==> src/rtl/link_align_ctrl.sv <==
// link_align_ctrl: sequencer for the per-link word aligner.
// It drives the aligner search enable, qualifies correctly spaced match
// strobes into a lock decision, tracks downstream word errors while locked,
// and bounds the time spent searching with a fail state.
module link_align_ctrl #(
  parameter int PERIOD       = 4,
  parameter int LOCK_COUNT   = 8,
  parameter int UNLOCK_COUNT = 4,
  parameter int BLANK        = 3,
  parameter int TIMEOUT      = 16000
) (
  input  logic       clk160,
  input  logic       rstb,
  input  logic       start,
  input  logic       stop,
  input  logic       match,
  input  logic       word_ok,
  input  logic       word_err,
  output logic       en,
  output logic       locked,
  output logic       fail,
  output logic       busy,
  output logic [2:0] state,
  output logic [7:0] relock_count
);

  typedef enum logic [2:0] {
    S_IDLE   = 3'd0,
    S_BLANK  = 3'd1,
    S_SEARCH = 3'd2,
    S_LOCKED = 3'd3,
    S_FAIL   = 3'd4
  } state_t;

  localparam logic [7:0]  GAP_LAST   = 8'(PERIOD - 1);
  localparam logic [7:0]  BLANK_LAST = 8'(BLANK - 1);
  localparam logic [7:0]  LOCK_LIM   = 8'(LOCK_COUNT);
  localparam logic [7:0]  UNLOCK_LIM = 8'(UNLOCK_COUNT);
  localparam logic [23:0] TMO_LIM    = 24'(TIMEOUT);

  state_t      cur, nxt;
  logic [7:0]  blank_cnt, blank_nx;
  logic [7:0]  gap, gap_nx;
  logic [7:0]  good, good_nx;
  logic [7:0]  err_cnt, err_nx;
  logic [23:0] tmo, tmo_nx;
  logic [7:0]  relock_nx;
  logic        enter_blank;

  // Next-state and counter update; every entry into BLANK restarts the search cleanly.
  always_comb begin
    nxt         = cur;
    blank_nx    = blank_cnt;
    gap_nx      = gap;
    good_nx     = good;
    err_nx      = err_cnt;
    tmo_nx      = tmo;
    relock_nx   = relock_count;
    enter_blank = 1'b0;
    case (cur)
      S_IDLE: begin
        if (start) enter_blank = 1'b1;
      end
      S_BLANK: begin
        // match is ignored here while the aligner pipeline flushes
        tmo_nx = tmo + 24'd1;
        if (start)                       enter_blank = 1'b1;
        else if (tmo + 24'd1 == TMO_LIM) nxt = S_FAIL;
        else if (blank_cnt == BLANK_LAST) nxt = S_SEARCH;
        else                             blank_nx = blank_cnt + 8'd1;
      end
      S_SEARCH: begin
        tmo_nx = tmo + 24'd1;
        if (match) begin
          gap_nx = 8'd0;
          // a mis-spaced match is itself the first match of a new run
          if (good == 8'd0 || gap != GAP_LAST) good_nx = 8'd1;
          else                                 good_nx = good + 8'd1;
        end else if (gap == GAP_LAST) begin
          good_nx = 8'd0;
          gap_nx  = 8'd0;
        end else begin
          gap_nx = gap + 8'd1;
        end
        // lock is checked before timeout so a simultaneous lock wins
        if (start)                       enter_blank = 1'b1;
        else if (good == LOCK_LIM)       nxt = S_LOCKED;
        else if (tmo + 24'd1 == TMO_LIM) nxt = S_FAIL;
      end
      S_LOCKED: begin
        if (word_err)     err_nx = err_cnt + 8'd1;
        else if (word_ok) err_nx = 8'd0;
        if (start) begin
          enter_blank = 1'b1;
        end else if (word_err && (err_cnt + 8'd1 == UNLOCK_LIM)) begin
          enter_blank = 1'b1;
          if (relock_count != 8'hFF) relock_nx = relock_count + 8'd1;
        end
      end
      S_FAIL: begin
        if (start) enter_blank = 1'b1;
      end
      default: nxt = S_IDLE;
    endcase
    if (enter_blank) begin
      nxt      = S_BLANK;
      blank_nx = 8'd0;
      gap_nx   = 8'd0;
      good_nx  = 8'd0;
      err_nx   = 8'd0;
      tmo_nx   = 24'd0;
    end
    if (stop) nxt = S_IDLE;
  end

  // State, counters and registered outputs.
  always_ff @(posedge clk160 or negedge rstb) begin
    if (!rstb) begin
      cur          <= S_IDLE;
      blank_cnt    <= 8'd0;
      gap          <= 8'd0;
      good         <= 8'd0;
      err_cnt      <= 8'd0;
      tmo          <= 24'd0;
      relock_count <= 8'd0;
      en           <= 1'b0;
      busy         <= 1'b0;
      locked       <= 1'b0;
      fail         <= 1'b0;
    end else begin
      cur          <= nxt;
      blank_cnt    <= blank_nx;
      gap          <= gap_nx;
      good         <= good_nx;
      err_cnt      <= err_nx;
      tmo          <= tmo_nx;
      relock_count <= relock_nx;
      en           <= (nxt == S_BLANK) || (nxt == S_SEARCH);
      busy         <= (nxt == S_BLANK) || (nxt == S_SEARCH);
      locked       <= (nxt == S_LOCKED);
      fail         <= (nxt == S_FAIL);
    end
  end

  assign state = cur;

endmodule

==> config.mk <==
export PLATFORM = sky130hd
export DESIGN_NAME = link_align_ctrl
export DESIGN_NICKNAME = d
export VERILOG_FILES = /design/src/rtl/link_align_ctrl.sv
export SDC_FILE = /design/constraint.sdc
export NUM_CORES = 1
export LEC_CHECK = 0
export BUFFER_PORTS_ARGS = -buffer_cell sky130_fd_sc_hd__buf_4
export CORE_MARGIN = 2
export CORE_UTILIZATION = 35
export DETAILED_ROUTE_END_ITERATION = 8
export HOLD_SLACK_MARGIN = 0.08
export REMOVE_ABC_BUFFERS = 1
export SYNTH_ARGS = -nofsm -noshare
export SYNTH_HDL_FRONTEND = slang
export SYNTH_SLANG_ARGS = --single-unit
==> constraint.sdc <==
create_clock -name clk160 -period 2.78 [get_ports clk160]
set_clock_uncertainty 0.15 [all_clocks]
set_input_delay 0 -clock clk160 [delete_from_list [all_inputs] [get_ports clk160]]
set_output_delay 0 -clock clk160 [all_outputs]
set_load 0.05 [all_outputs]
# [Word level (Yosys, flattened, before mapping)]
# Index checks and enable logic that the tools add are counted.
[word_totals] ff_bits=70 input_bits=7 output_inout_bits=15
[op_classes] n_addsub=6 eq_ne=18 muxes=33 bitwise_logic=1 reduce_logical=18
[ops] operator="2-to-1 mux 8 bit" count=18
[ops] operator="2-to-1 mux 24 bit" count=2
[ops] operator="adder 8 x 1 -> 8 bit, second input constant" count=5
[ops] operator="adder 24 x 1 -> 24 bit, second input constant" count=1
[ops] operator="equality test 24 x 14 -> 1 bit, second input constant" count=1
[ops] operator="2-to-1 mux 3 bit" count=8
[ops] operator="equality test 8 x 2 -> 1 bit, second input constant" count=2
[ops] operator="equality test 3 x 2 -> 1 bit, second input constant" count=4
[ops] operator="one-hot mux 3 bit (3 select lines)" count=1
[ops] operator="equality test 8 x 3 -> 1 bit, second input constant" count=1
[ops] operator="equality test 8 x 4 -> 1 bit, second input constant" count=1
[ops] operator="zero test 8 bit" count=1
[ops] operator="inequality test 8 x 2 -> 1 bit, second input constant" count=1
[ops] operator="inequality test 8 bit, second input constant" count=1
[ops] operator="AND reduction 4 bit" count=2
[ops] operator="nonzero test 2 bit" count=4
[ops] operator="equality test 3 x 1 -> 1 bit, second input constant" count=2
[ops] operator="equality test 3 bit, second input constant" count=2
[ops] operator="nonzero test 3 bit" count=2
[ops] operator="inequality test 2 bit, second input constant" count=2
[ops] operator="AND reduction 2 bit" count=2
[ops] operator="OR reduction 4 bit" count=1
[ops] operator="zero test 3 bit" count=1
[ops] operator="2-to-1 mux 1 bit" count=3
[ops] operator="7 further kinds" count=8

# [Longest topological paths before layout]
# Gate-level depths: netlist (run 1).
[logic_depth] depth_word=10 depth_mapped=11

# [Least setup slack after synthesis (run 1)]
# OpenSTA, ideal clock, no wires.
[synth_timing] kind="register -> register" from="reg good[0]" to="reg busy" setup_time_ns=0.125 t_arrival_ns=2.535 setup_slack_ns=-0.030 stages_incl_launch_ff=11 path_buffers=0 period_less_slack_ns=2.810 path_cell_list="dfrtp_1 -> inv_1 -> ha_1 -> or4b_1 -> o41a_1 -> inv_1 -> a21oi_1 -> or3_1 -> nor3b_1 -> a211oi_2 -> mux2_4"
[synth_via] elab_chain_cells=8 elab_cells_between_ends=9 cone_classes="eq/ne (3); mux (5); reduce/logical (1)"
[synth_rtl] item="from (decl)" line_no="44" text="logic [7:0] good, good_nx;"
[synth_rtl] item="from (signal assigned)" line_no="134" text="good <= good_nx;"
[synth_rtl] item="equality test 8 x 4 -> 1 bit *" line_no="87" text="else if (good == LOCK_LIM) nxt = S_LOCKED;"
[synth_rtl] item="2-to-1 mux 3 bit *" line_no="87"
[synth_rtl] item="2-to-1 mux 3 bit *" line_no="86" text="if (start) enter_blank = 1'b1;"
[synth_rtl] item="one-hot mux 3 bit (3 select lines) *" line_no="60" text="case (cur)"
[synth_rtl] item="2-to-1 mux 3 bit *" line_no="105" text="if (enter_blank) begin"
[synth_rtl] item="2-to-1 mux 3 bit *" line_no="113" text="if (stop) nxt = S_IDLE;"
[synth_rtl] item="net nxt[1]" line_no="41" text="state_t cur, nxt;"
[synth_rtl] item="equality test 3 x 1 -> 1 bit or equality test 3 x 2 -> 1 bit (tied branches)" line_no="139" text="busy <= (nxt == S_BLANK) || (nxt == S_SEARCH);"
[synth_rtl] item="logical OR 1 bit *" line_no="139"
[synth_rtl] item="to (signal assigned)" line_no="139"
[synth_rtl] item="to (decl)" line_no="22" text="output logic busy,"
# The timed path passes the listed nets; every way through them passes the cells marked *.
# A chain may end at the register's enable or synchronous reset.

# [Worst setup path after layout (run 1)]
# Same ends and word-level chain as after synthesis.

==> summary.txt, run 1 <==
Synthesis
  • Mapped Cells: 474
  • Yosys warning count: 0
  • Cell variety after synth: 60
  • Most used DFF post-synth: dfrtp_1
  • Synth top area share: 0.4178
  • Sequential share of the synthesized area: 0.4178
  • Post-Syn Area: approximately 4200 um^2
  • FFs w/ async S/R, synth: 1.000
  • Number of synthesized flops with an enable pin: 0
  • Synthesized area per cell: 8.846 um^2
  • Synth area leaders: dfrtp_1 42%, xor2_1 4.8%, nor2_1 4.6%
  • Post-synthesis register bit count: 70
  • Synth area leader: dfrtp_1

Routing
  • Number of nets still failing antenna checks after routing: 0
  • Via density: between 5 and 6
  • Routed wire length: slightly above 10000 um
  • Via count: 3677
  • Wire per inst: between 10 and 15 um
  • Pre-antenna DRT Iters: 4
  • DR iter-0 viols: 247
  • DRC: 0

Worst setup path
  • Critical path class: reg -> reg
  • Worst-path fanout max: 2
  • Crit path arrival time: between 2 and 3 ns
  • Worst path max stage delay: 0.46 ns
  • Crit end category: register
  • Critical path, cell by cell: inv_2, ha_1, or4b_4, o41a_1, inv_1, a21oi_2, or3_4, nor3b_4, a211oi_4, mux2_4
  • CP required: 2.86 ns
  • Crit-path slowest cell: or4b_4
  • Buffers & Inverters on Critical Path: 2
  • Worst path top cell family by delay: simple AND/OR/NAND/NOR gates
  • Crit path launch type: register

Clock network
  • Clk Latency, worst-skew pair: 0.34 ns
  • CTS Buffer Depth: 2
  • Clock sinks: 70
  • Clk root buf: clkbuf_16
  • Worst-path clk slew: 0.06 ns
  • Total CTS buffers: 9
  • TritonCTS clock tree: done
  • H-tree depth: 3

Global routing
  • All-Layer GR Usage: 0.1620
  • First-pass GRT wire length: 16860 um
  • GRT overflow: 0
  • Pin count of the biggest net entering global routing: 71
  • Initial antenna violation count: 0
  • Vias in the first global route: approximately 3.5k

Final layout
  • Most common cell after layout, fill and taps aside: buf_4
  • Most frequent cells in the layout: 72 x buf_4, 69 x dfrtp_1, 50 x nor2_1, 48 x nand2_1, 28 x o21ai_0
  • Ant. Diodes: 0
  • Layout cells sized above 1: 0.2322
  • FILL cells: 1095
  • Nets: between 500 and 600
  • Final Cell Area: 5309 um^2
  • Layout area overhead: 26.62%
  • Register Area: 1753 um^2
  • Area taken by multi-input logic gates: about 2400 um^2

Timing
  • Endpoints failing hold: 0
  • Worst-Margin Slew: just under 0.9 ns
  • Endpoints failing setup: 1
  • RSZ-0062 raised after global routing: true
  • Max-slew headroom at the worst pin: 0.4074
  • Fin crit period: 2.822 ns
  • Final critical-path share of the clock period: 1.015
  • Peak Freq: 0.3544 GHz
  • Hold Slack: 0.1611 ns
  • Worst setup margin: -0.04202 ns
  • Slew Limit Fails: 0

Flow run
  • Maxcap violations: 0

Floorplanning
  • Chip height: between 100 and 150 um
  • Die W: ~110 um
  • Die ar.: between 10000 and 15000 um^2
  • Core area: 11560 um^2
  • Top-Level Pins: 22
  • Initial core utilization: 0.3625
  • Cell Rows: 39

Status
  • Failing checks: negative setup slack
  • Status: finished with violations

Place
  • Post-DP Area: roughly 4800 um^2
  • Gpl congestion: 0.8358
  • Port bufs: 21
  • DPL Wire Length: between 7000 and 8000 um

Worst hold path
  • Min-delay worst type: in -> async

Power and ir drop
  • Peak VDD IR: 0.2803 mV
  • Power per standard cell area: 432.9 nW/um^2
  • Pleak: ~0.0022 uW
per-stage QoR:
step	setup TNS (ns)	utilization	cells	setup WS (ns)	power [uW]
after floorplan	-1.458	-	449	-0.2686	1126
after global placement	-0.01295	0.4147	662	-0.01295	1204
after detailed placement	-0.1059	0.4147	662	-0.1059	1206
after CTS	-0.05253	0.4462	684	-0.05047	2322
after global routing	-0.3551	0.4591	690	-0.1293	2393
final	-0.04202	0.4591	690	-0.04202	2298
synth_stat cells (2+ instances only):
library cell and number:
dfrtp_1 70, nor2_1 51, nand2_1 49, o21ai_0 28, a21oi_1 26, nand3_1 24, xor2_1 23, nand4_1 16
nor3_1 15, xnor2_1 15, clkbuf_1 13, inv_1 13, ha_1 10, buf_2 9, nand2b_1 8, nor4_1 8
or3_1 8, and3_1 7, a31oi_1 4, and2_1 4, nor4b_1 4, o2111ai_1 4, o21a_1 4, o31ai_1 4
a311oi_1 3, and4_1 3, nand4_2 3, nor2b_1 3, nor3b_1 3, or4_1 3, a211oi_1 2, a21o_1 2
buf_4 2, mux2i_1 2, nand3b_1 2, o211ai_1 2, o22ai_1 2, o41a_1 2, or4b_2 2
power by group:
group          switching, uW  leakage [uW]  internal [uW]
clock network            465      0.000132            632
registers               13.4      0.000971           1030
logic                   98.8       0.00112           60.3
cells by family after synthesis:
| logic type | share of synthesized area |
|---|---|
| muxes | 0.01104 |
| AOI/OAI and AO/OA | 0.1480 |
| buffers and inverters | 0.03879 |
| and+or+nand+nor | 0.2713 |
| DFF | 0.4178 |
| adders and majority gates | 0.02984 |
| xor gates and xnor gates | 0.08326 |
final timing paths:
check,cells after the start,endpoint,slack (ns),start
min in group clk160,1,relock_count[7],0.34,relock_count[7]
max reg2reg,10,busy,-0.04,good[0]
max,10,busy,-0.04,good[0]
max in group asynchronous,2,tmo[7],1.72,rstb
min reg2reg,1,relock_count[7],0.34,relock_count[7]
min,2,tmo[5],0.16,rstb
flip-flops by register name (all words and copies together) (netlist names):
name / count
blank_cnt: 8
busy: 1
err_cnt: 8
fail: 1
gap: 8
good: 8
locked: 1
relock_count: 8
state: 3
tmo: 24
what timing repair did:
action                                  4_1_cts  5_1_grt
gates resized for setup                       5       24
endpoints found under the hold margin        91        0
buffers inserted                              0        6
endpoints found under the setup margin        3       15
pin swaps                                     2       14
hold buffers                                  6        0
layer usage:
metal  share of wire  up-vias  track usage
met4           0.016        0      0.06585
met5               0        -            0
met2            0.48       31       0.2575
met3           0.021       12      0.03401
met1            0.48     1791       0.2165
li1                -     1843            -
cell type report:
cell class | count | area share
Inverter | 13 | 0.009192
Multi-Input combinational cell | 366 | 0.4502
Tap cell | 143 | 0.03370
Sequential cell | 70 | 0.3302
Clock inverter | 6 | 0.008485
Clock buffer | 10 | 0.04502
Timing Repair Buffer | 82 | 0.1233
No activity file was read; power rests on OpenSTA's default activity.
==> run 2, diff against run 1 <==
==> constraint.sdc (replaced) <==
create_clock -name clk160 -period 2.78 [get_ports clk160]
set_clock_uncertainty 0.15 [all_clocks]
set_input_delay 0.278 -clock clk160 [delete_from_list [all_inputs] [get_ports clk160]]
set_output_delay 0.278 -clock clk160 [all_outputs]
set_load 0.02 [all_outputs]
==> run 2 against run 1 <==
Against the previous run:
- the flow still finishes with violations (negative setup slack)
- sequential power about the same
- power decreased by 0.65%
- critical path depth unchanged
- die area unchanged
- routed wire length decreased by 0.18%
- utilization decreased by 0.35 points
- worst hold slack got worse by 0.063 ns
- global-route usage about the same
- cell area decreased by 0.75%
==> summary.txt, run 2 (synthesis results as in run 1) <==
Status
  • Status: finished with violations
  • Failing checks: negative setup slack

Worst setup path
  • Buffers & Inverters on Critical Path: 2 (unchanged)
  • Critical path class: reg -> reg
  • Worst path max stage delay: 0.46 ns (about the same)
  • Critical path, cell by cell: inv_2, ha_1, or4b_4, o41a_1, inv_1, a21oi_2, or3_4, nor3b_4, a211oi_4, mux2_4
  • Crit-path slowest cell: or4b_4
  • Crit end category: register
  • CP required: 2.86 ns (about the same)
  • Worst-path fanout max: 2 (unchanged)
  • Worst path top cell family by delay: simple AND/OR/NAND/NOR gates
  • Crit path launch type: register
  • Crit path arrival time: 2.90 ns (about the same)

Routing
  • DR iter-0 viols: 272 (+10%)
  • Via count: 3657 (-0.54%)
  • Routed wire length: 10110 um (-0.18%)
  • Pre-antenna DRT Iters: 4 (unchanged)
  • DRC: 0 (unchanged)
  • Wire per inst: 14.74 um (+0.40%)
  • Number of nets still failing antenna checks after routing: 0 (unchanged)
  • Via density: 5.331 (about the same)

Power and ir drop
  • Pleak: 0.002206 uW (-0.75%)
  • Switch share: 0.2480 (-0.003195)
  • Power per standard cell area: 433.4 nW/um^2 (+0.11%)
  • Switch Pwr: 566.3 uW (-1.9%)
  • Reg power frac: 0.456 (+0.003)
  • Peak VDD IR: 0.2795 mV (-0.29%)
  • Power share of the combinational group: 0.063 (-0.006)
  • Clk pwr share: 0.480 (+0.003)
  • Power Internal: 1717 uW (-0.22%)

Floorplanning
  • Die ar.: 12870 um^2 (unchanged)
  • Top-Level Pins: 22 (unchanged)
  • Initial core utilization: 0.3625 (unchanged)
  • Core area: 11560 um^2 (unchanged)
  • Cell Rows: 39 (unchanged)
  • Die W: 113.5 um (unchanged)
  • Chip height: 113.5 um (unchanged)

Clock network
  • Clock sinks: 70 (unchanged)
  • Total CTS buffers: 9 (unchanged)
  • Worst-path clk slew: 0.07 ns (about the same)
  • Clk root buf: clkbuf_16
  • CTS Buffer Depth: 2 (unchanged)
  • TritonCTS clock tree: done
  • H-tree depth: 3 (unchanged)
  • Clk Latency, worst-skew pair: 0.34 ns (about the same)

Global routing
  • First-pass GRT wire length: 16830 um (-0.20%)
  • Met1 global-route usage: 0.2158 (-0.0006766)
  • All-Layer GR Usage: 0.1618 (-0.0002266)
  • Initial antenna violation count: 0 (unchanged)
  • Vias in the first global route: 3536 (-0.31%)
  • Met3 global-route usage: 0.03401 (unchanged)
  • Pin count of the biggest net entering global routing: 71 (unchanged)
  • Grt peak-use layer: met2
  • M2 GR Usage: 0.2575 (unchanged)
  • GRT overflow: 0 (unchanged)

Timing
  • Max-slew headroom at the worst pin: 0.4038 (-0.003686)
  • RSZ-0062 raised after global routing: true
  • Endpoints failing hold: 0 (unchanged)
  • Endpoints failing setup: 1 (unchanged)
  • Worst-Margin Slew: 0.8944 ns (+0.005529 ns)
  • Final critical-path share of the clock period: 1.014 (about the same)
  • Peak Freq: 0.3546 GHz (about the same)
  • Fin crit period: 2.820 ns (-0.002198 ns)
  • Worst setup margin: -0.03982 ns (+0.002198 ns)
  • Slew Limit Fails: 0 (unchanged)

Final layout
  • Layout area overhead: 25.66%
  • Final Cell Area: 5269 um^2 (-0.75%)
  • Fin cells: 686 (-0.58%)
  • Layout cells sized above 1: 0.2339 (+0.001710)
  • Nets: 555 (-0.72%)
  • Ant. Diodes: 0 (unchanged)
  • Most frequent cells in the layout: 72 x buf_4, 69 x dfrtp_1, 50 x nor2_1, 48 x nand2_1, 28 x o21ai_0
  • Most common cell after layout, fill and taps aside: buf_4
  • Largest register FFs: 24 (unchanged)
  • Reg with most FFs: tmo

Place
  • Post-DP Area: 4796 um^2 (unchanged)
  • DPL Wire Length: 7107 um (unchanged)
  • Port bufs: 21 (unchanged)
  • Placed cells: 662 (unchanged)
  • Gpl congestion: 0.8358 (unchanged)

Flow run
  • Maxcap violations: 0 (unchanged)

Worst hold path
  • Min-delay worst type: in -> reg
run 2: cell count changes in the layout (fill, tap and decap cells not counted), sizes merged:
cell	before	now
dlygate4sd3	6	2
run 2: area by class of cell:
cell class	instances	area (um^2)
clock buffers	10	239.0
repair buffers	78	614.3
clock inverters	6	45.04
well taps	143	178.9
inverters	13	48.80
flip-flops and latches	70	1753
fillers	1101	6296
multi-input cells	366	2390
run 2: final timing paths:
kind / from / slack, ns / endpoint / cells past startpoint
setup / recovery: good[0] / -0.04 / busy / 10
setup reg to reg: good[0] / -0.04 / busy / 10
min in group asynchronous: rstb / 0.44 / tmo[5] / 2
hold / removal: match / 0.1 / good[0] / 3
max in group asynchronous: rstb / 1.44 / tmo[7] / 2
hold reg to reg: relock_count[7] / 0.34 / relock_count[7] / 1
run 2: per-layer routing:
| metal | wire [um] | vias to the layer above |
|---|---|---|
| met4 | 167 | 0 |
| met1 | 4830 | 1773 |
| met3 | 260 | 12 |
| li1 | - | 1833 |
| met2 | 4853 | 39 |
| met5 | 0 | - |
run 2: power groups by stage:
stage	sequential (uW)	clock, uW	combinational (uW)
6_report	1040	1100	145
2_1_floorplan	1060	0	52.8
4_1_cts	1040	1120	142
3_3_place_gp	1060	0	135
5_1_grt	1040	1170	163
3_5_place_dp	1060	0	137
run 2: through the flow:
| stage | worst slack, ns | util | hold WS, ns | total power, uW | setup TNS [ns] |
|---|---|---|---|---|---|
| after floorplan | -0.08124 | - | -0.1676 | 1117 | -0.3677 |
| after global placement | -0.01295 | 0.4147 | 0.3157 | 1194 | -0.01295 |
| after detailed placement | -0.1059 | 0.4147 | 0.3171 | 1197 | -0.1059 |
| after CTS | -0.05047 | 0.4427 | 0.09581 | 2308 | -0.05253 |
| after global routing | -0.1293 | 0.4556 | 0.1206 | 2379 | -0.3551 |
| final | -0.03982 | 0.4556 | 0.09774 | 2283 | -0.03982 |
run 2: timing repair:
item	4_1_cts	5_1_grt
setup endpoints to repair	3	15
buffers inserted	0	6
pin swaps	2	14
gates resized for setup	5	24
hold buffers	2	0
endpoints found under the hold margin	71	0
run 2: worst reg2reg max path, stage by stage, from the launching register on:
cell      delay [ns]
dfrtp_1         0.38
inv_2           0.06
ha_1            0.13
or4b_4          0.46
o41a_1          0.34
inv_1           0.09
a21oi_2         0.07
or3_4           0.35
nor3b_4         0.17
a211oi_4        0.20
mux2_4          0.32
==> run 3, diff against run 2 <==
Settings changed: ABC_CLOCK_PERIOD_IN_PS set to 2780, PLACE_DENSITY set to 0.55.
==> run 3 against run 2 <==
Against the previous run:
- the run still ends with negative setup slack left
- worst hold slack better by 0.0094 ns
- non-clock buffer count unchanged
- utilization shrank 0.77 points
- sequential power is essentially flat
- sequential share of layout area rose by 0.55 points
- cell area is 1.7% lower
- worst setup slack worse by 0.031 ns
==> summary.txt, run 3 (synthesis results as in run 1) <==
Final layout
  • Final Cell Area: 5180 um^2 (-1.7%)
  • Layout area overhead: 23.55%
  • FILL cells: 1130 (+2.6%)
  • Layout cells sized above 1: 0.2173 (-0.01657)
  • Most common cell after layout, fill and taps aside: buf_4
  • Largest register FFs: 24 (unchanged)
  • Most frequent cells in the layout: 77 x buf_4, 70 x dfrtp_1, 50 x nor2_1, 49 x nand2_1, 27 x o21ai_0
  • Reg with most FFs: tmo
  • Ant. Diodes: 0 (unchanged)
  • Nets: 555 (unchanged)

Timing
  • Peak Freq: 0.3507 GHz (-1.1%)
  • Endpoints failing hold: 0 (unchanged)
  • Hold Slack: 0.1071 ns (+0.009391 ns)
  • RSZ-0062 raised after global routing: true
  • Final critical-path share of the clock period: 1.026 (+0.01124)
  • Slew Limit Fails: 0 (unchanged)
  • Worst setup margin: -0.07107 ns (-0.03125 ns)
  • Fin crit period: 2.851 ns (+0.03125 ns)
  • Setup TNS: -0.07107 ns (-0.03125 ns)
  • Endpoints failing setup: 1 (unchanged)
  • Max-slew headroom at the worst pin: 0.3926 (-0.01113)
  • Worst-Margin Slew: 0.9111 ns (+0.01670 ns)

Worst setup path
  • Worst path max stage delay: 0.45 ns (about the same)
  • Crit path arrival time: 2.91 ns (about the same)
  • Buffers & Inverters on Critical Path: 3 (+1)
  • Cell mode on critical path: inv_1
  • Critical path, cell by cell: inv_1, ha_1, or4b_4, o41a_1, inv_1, a21oi_1, or3_1, buf_4, a211oi_2, mux2_4
  • Worst path top cell family by delay: simple AND/OR/NAND/NOR gates
  • CP required: 2.84 ns (-0.02 ns)
  • Crit path launch type: register
  • Worst path depth: 10 (unchanged)
  • Crit path from: good[1]
  • Worst-path fanout max: 2 (unchanged)
  • Reg-to-reg critical path startpoint: good[1]
  • Reg2reg setup slack: -0.07 ns (-0.03 ns)
  • Reg-to-Reg End: busy
  • Crit-path slowest cell: or4b_4
  • Setup crit end: busy
  • Reg2Reg Depth: 10 (unchanged)
  • Critical path class: reg -> reg
  • Crit end category: register

Place
  • DPL Wire Length: 7375 um (+3.8%)
  • Dpl ws: -0.1283 ns (-0.02244 ns)
  • Gpl congestion: 0.8594 (+2.8%)
  • Port bufs: 21 (unchanged)
  • Post-DP Area: 4836 um^2 (+0.83%)

Floorplanning
  • Chip height: 113.5 um (unchanged)
  • Die W: 113.5 um (unchanged)
  • Top-Level Pins: 22 (unchanged)
  • Die ar.: 12870 um^2 (unchanged)
  • Core area: 11560 um^2 (unchanged)
  • Cell Rows: 39 (unchanged)
  • Initial core utilization: 0.3625 (unchanged)

Clock network
  • TritonCTS clock tree: done
  • Total CTS buffers: 9 (unchanged)
  • Clk root buf: clkbuf_16
  • Clk Latency, worst-skew pair: 0.33 ns (about the same)
  • Clock sinks: 70 (unchanged)
  • CTS Buffer Depth: 2 (unchanged)
  • Worst-path clk slew: 0.06 ns (about the same)
  • H-tree depth: 3 (unchanged)

Status
  • Status: finished with violations
  • Failing checks: negative setup slack

Routing
  • DR iter-0 viols: 205 (-25%)
  • Routed wire length: 10290 um (+1.8%)
  • DRC: 0 (unchanged)
  • Via count: 3712 (+1.5%)
  • Number of nets still failing antenna checks after routing: 0 (unchanged)
  • Via density: 5.411 (+1.5%)
  • Wire per inst: 15.00 um (+1.8%)
  • Pre-antenna DRT Iters: 4 (unchanged)

Global routing
  • Pin count of the biggest net entering global routing: 71 (unchanged)
  • Initial antenna violation count: 0 (unchanged)
  • All-Layer GR Usage: 0.1679 (+0.006155)
  • GRT overflow: 0 (unchanged)
  • Vias in the first global route: 3638 (+2.9%)
  • First-pass GRT wire length: 17590 um (+4.5%)

Power and ir drop
  • Peak VDD IR: 0.3063 mV (+9.6%)
  • Power per standard cell area: 434.0 nW/um^2 (+0.15%)
  • Pleak: 0.002199 uW (-0.27%)

Worst hold path
  • Hold Path Origin: match
  • Min-delay worst type: in -> reg

Flow run
  • Maxcap violations: 0 (unchanged)
-- run 3: stage by stage --
stage | cells | power (uW) | utilization
after global routing | 686 | 2341 | 0.4479
after global placement | 669 | 1196 | 0.4182
after CTS | 686 | 2274 | 0.4444
after floorplan | 449 | 1117 | -
after detailed placement | 669 | 1198 | 0.4182
final | 686 | 2248 | 0.4479
-- run 3: cell type report --
class / count / area (um^2) / area share
sequential: 70 / 1752 / 0.3382
timing repair buffer: 78 / 588.1 / 0.1135
clock buffer: 11 / 242.7 / 0.04686
inverter: 13 / 48.80 / 0.009420
clock inverter: 5 / 33.78 / 0.006522
tap: 143 / 178.9 / 0.03454
multi-input combinational: 366 / 2336 / 0.4510
-- run 3: timing repair --
action	CTS	global route
hold endpoints to repair	70	0
setup endpoints to repair	9	16
setup buffers	0	0
hold buffers	1	0
gates resized for setup	4	10
pin swaps	1	1
-- run 3: worst register-to-register path: cells and delay by family, from the launching register on --
family / cells / cell delay, ns
buffers and inverters: 3 / 0.30
AO/OA/AOI/OAI: 3 / 0.64
AND/OR/NAND/NOR: 2 / 0.80
multiplexers: 1 / 0.32
adder cells (fa/ha/maj): 1 / 0.13
flip-flops: 1 / 0.38
-- run 3: power by group --
part / switching (uW) / internal (uW) / total (uW)
Combinational: 87.2 / 51.7 / 139
Sequential: 12.6 / 1030 / 1040
Clock: 440 / 628 / 1070
Total: 540 / 1710 / 2250
-- run 3: worst min-delay path by stage --
| stage | to | cells after the start | slack (ns) |
|---|---|---|---|
| after CTS | good[0] | 3 | 0.11 |
| after global placement | tmo[3] | 1 | 0.32 |
| after floorplan | blank_cnt[0] | 0 | -0.17 |
| after detailed placement | tmo[1] | 1 | 0.33 |
| final | good[0] | 3 | 0.11 |
| after global routing | good[0] | 3 | 0.14 |
-- run 3: metal layers --
layer / vias up / share of wire / wire length, um / track usage
li1: 1827 / - / - / -
met4: 0 / 0.012 / 120 / 0.05122
met1: 1818 / 0.48 / 4979 / 0.2251
met5: - / 0 / 0 / 0
met3: 10 / 0.028 / 288 / 0.03294
met2: 57 / 0.48 / 4904 / 0.2762
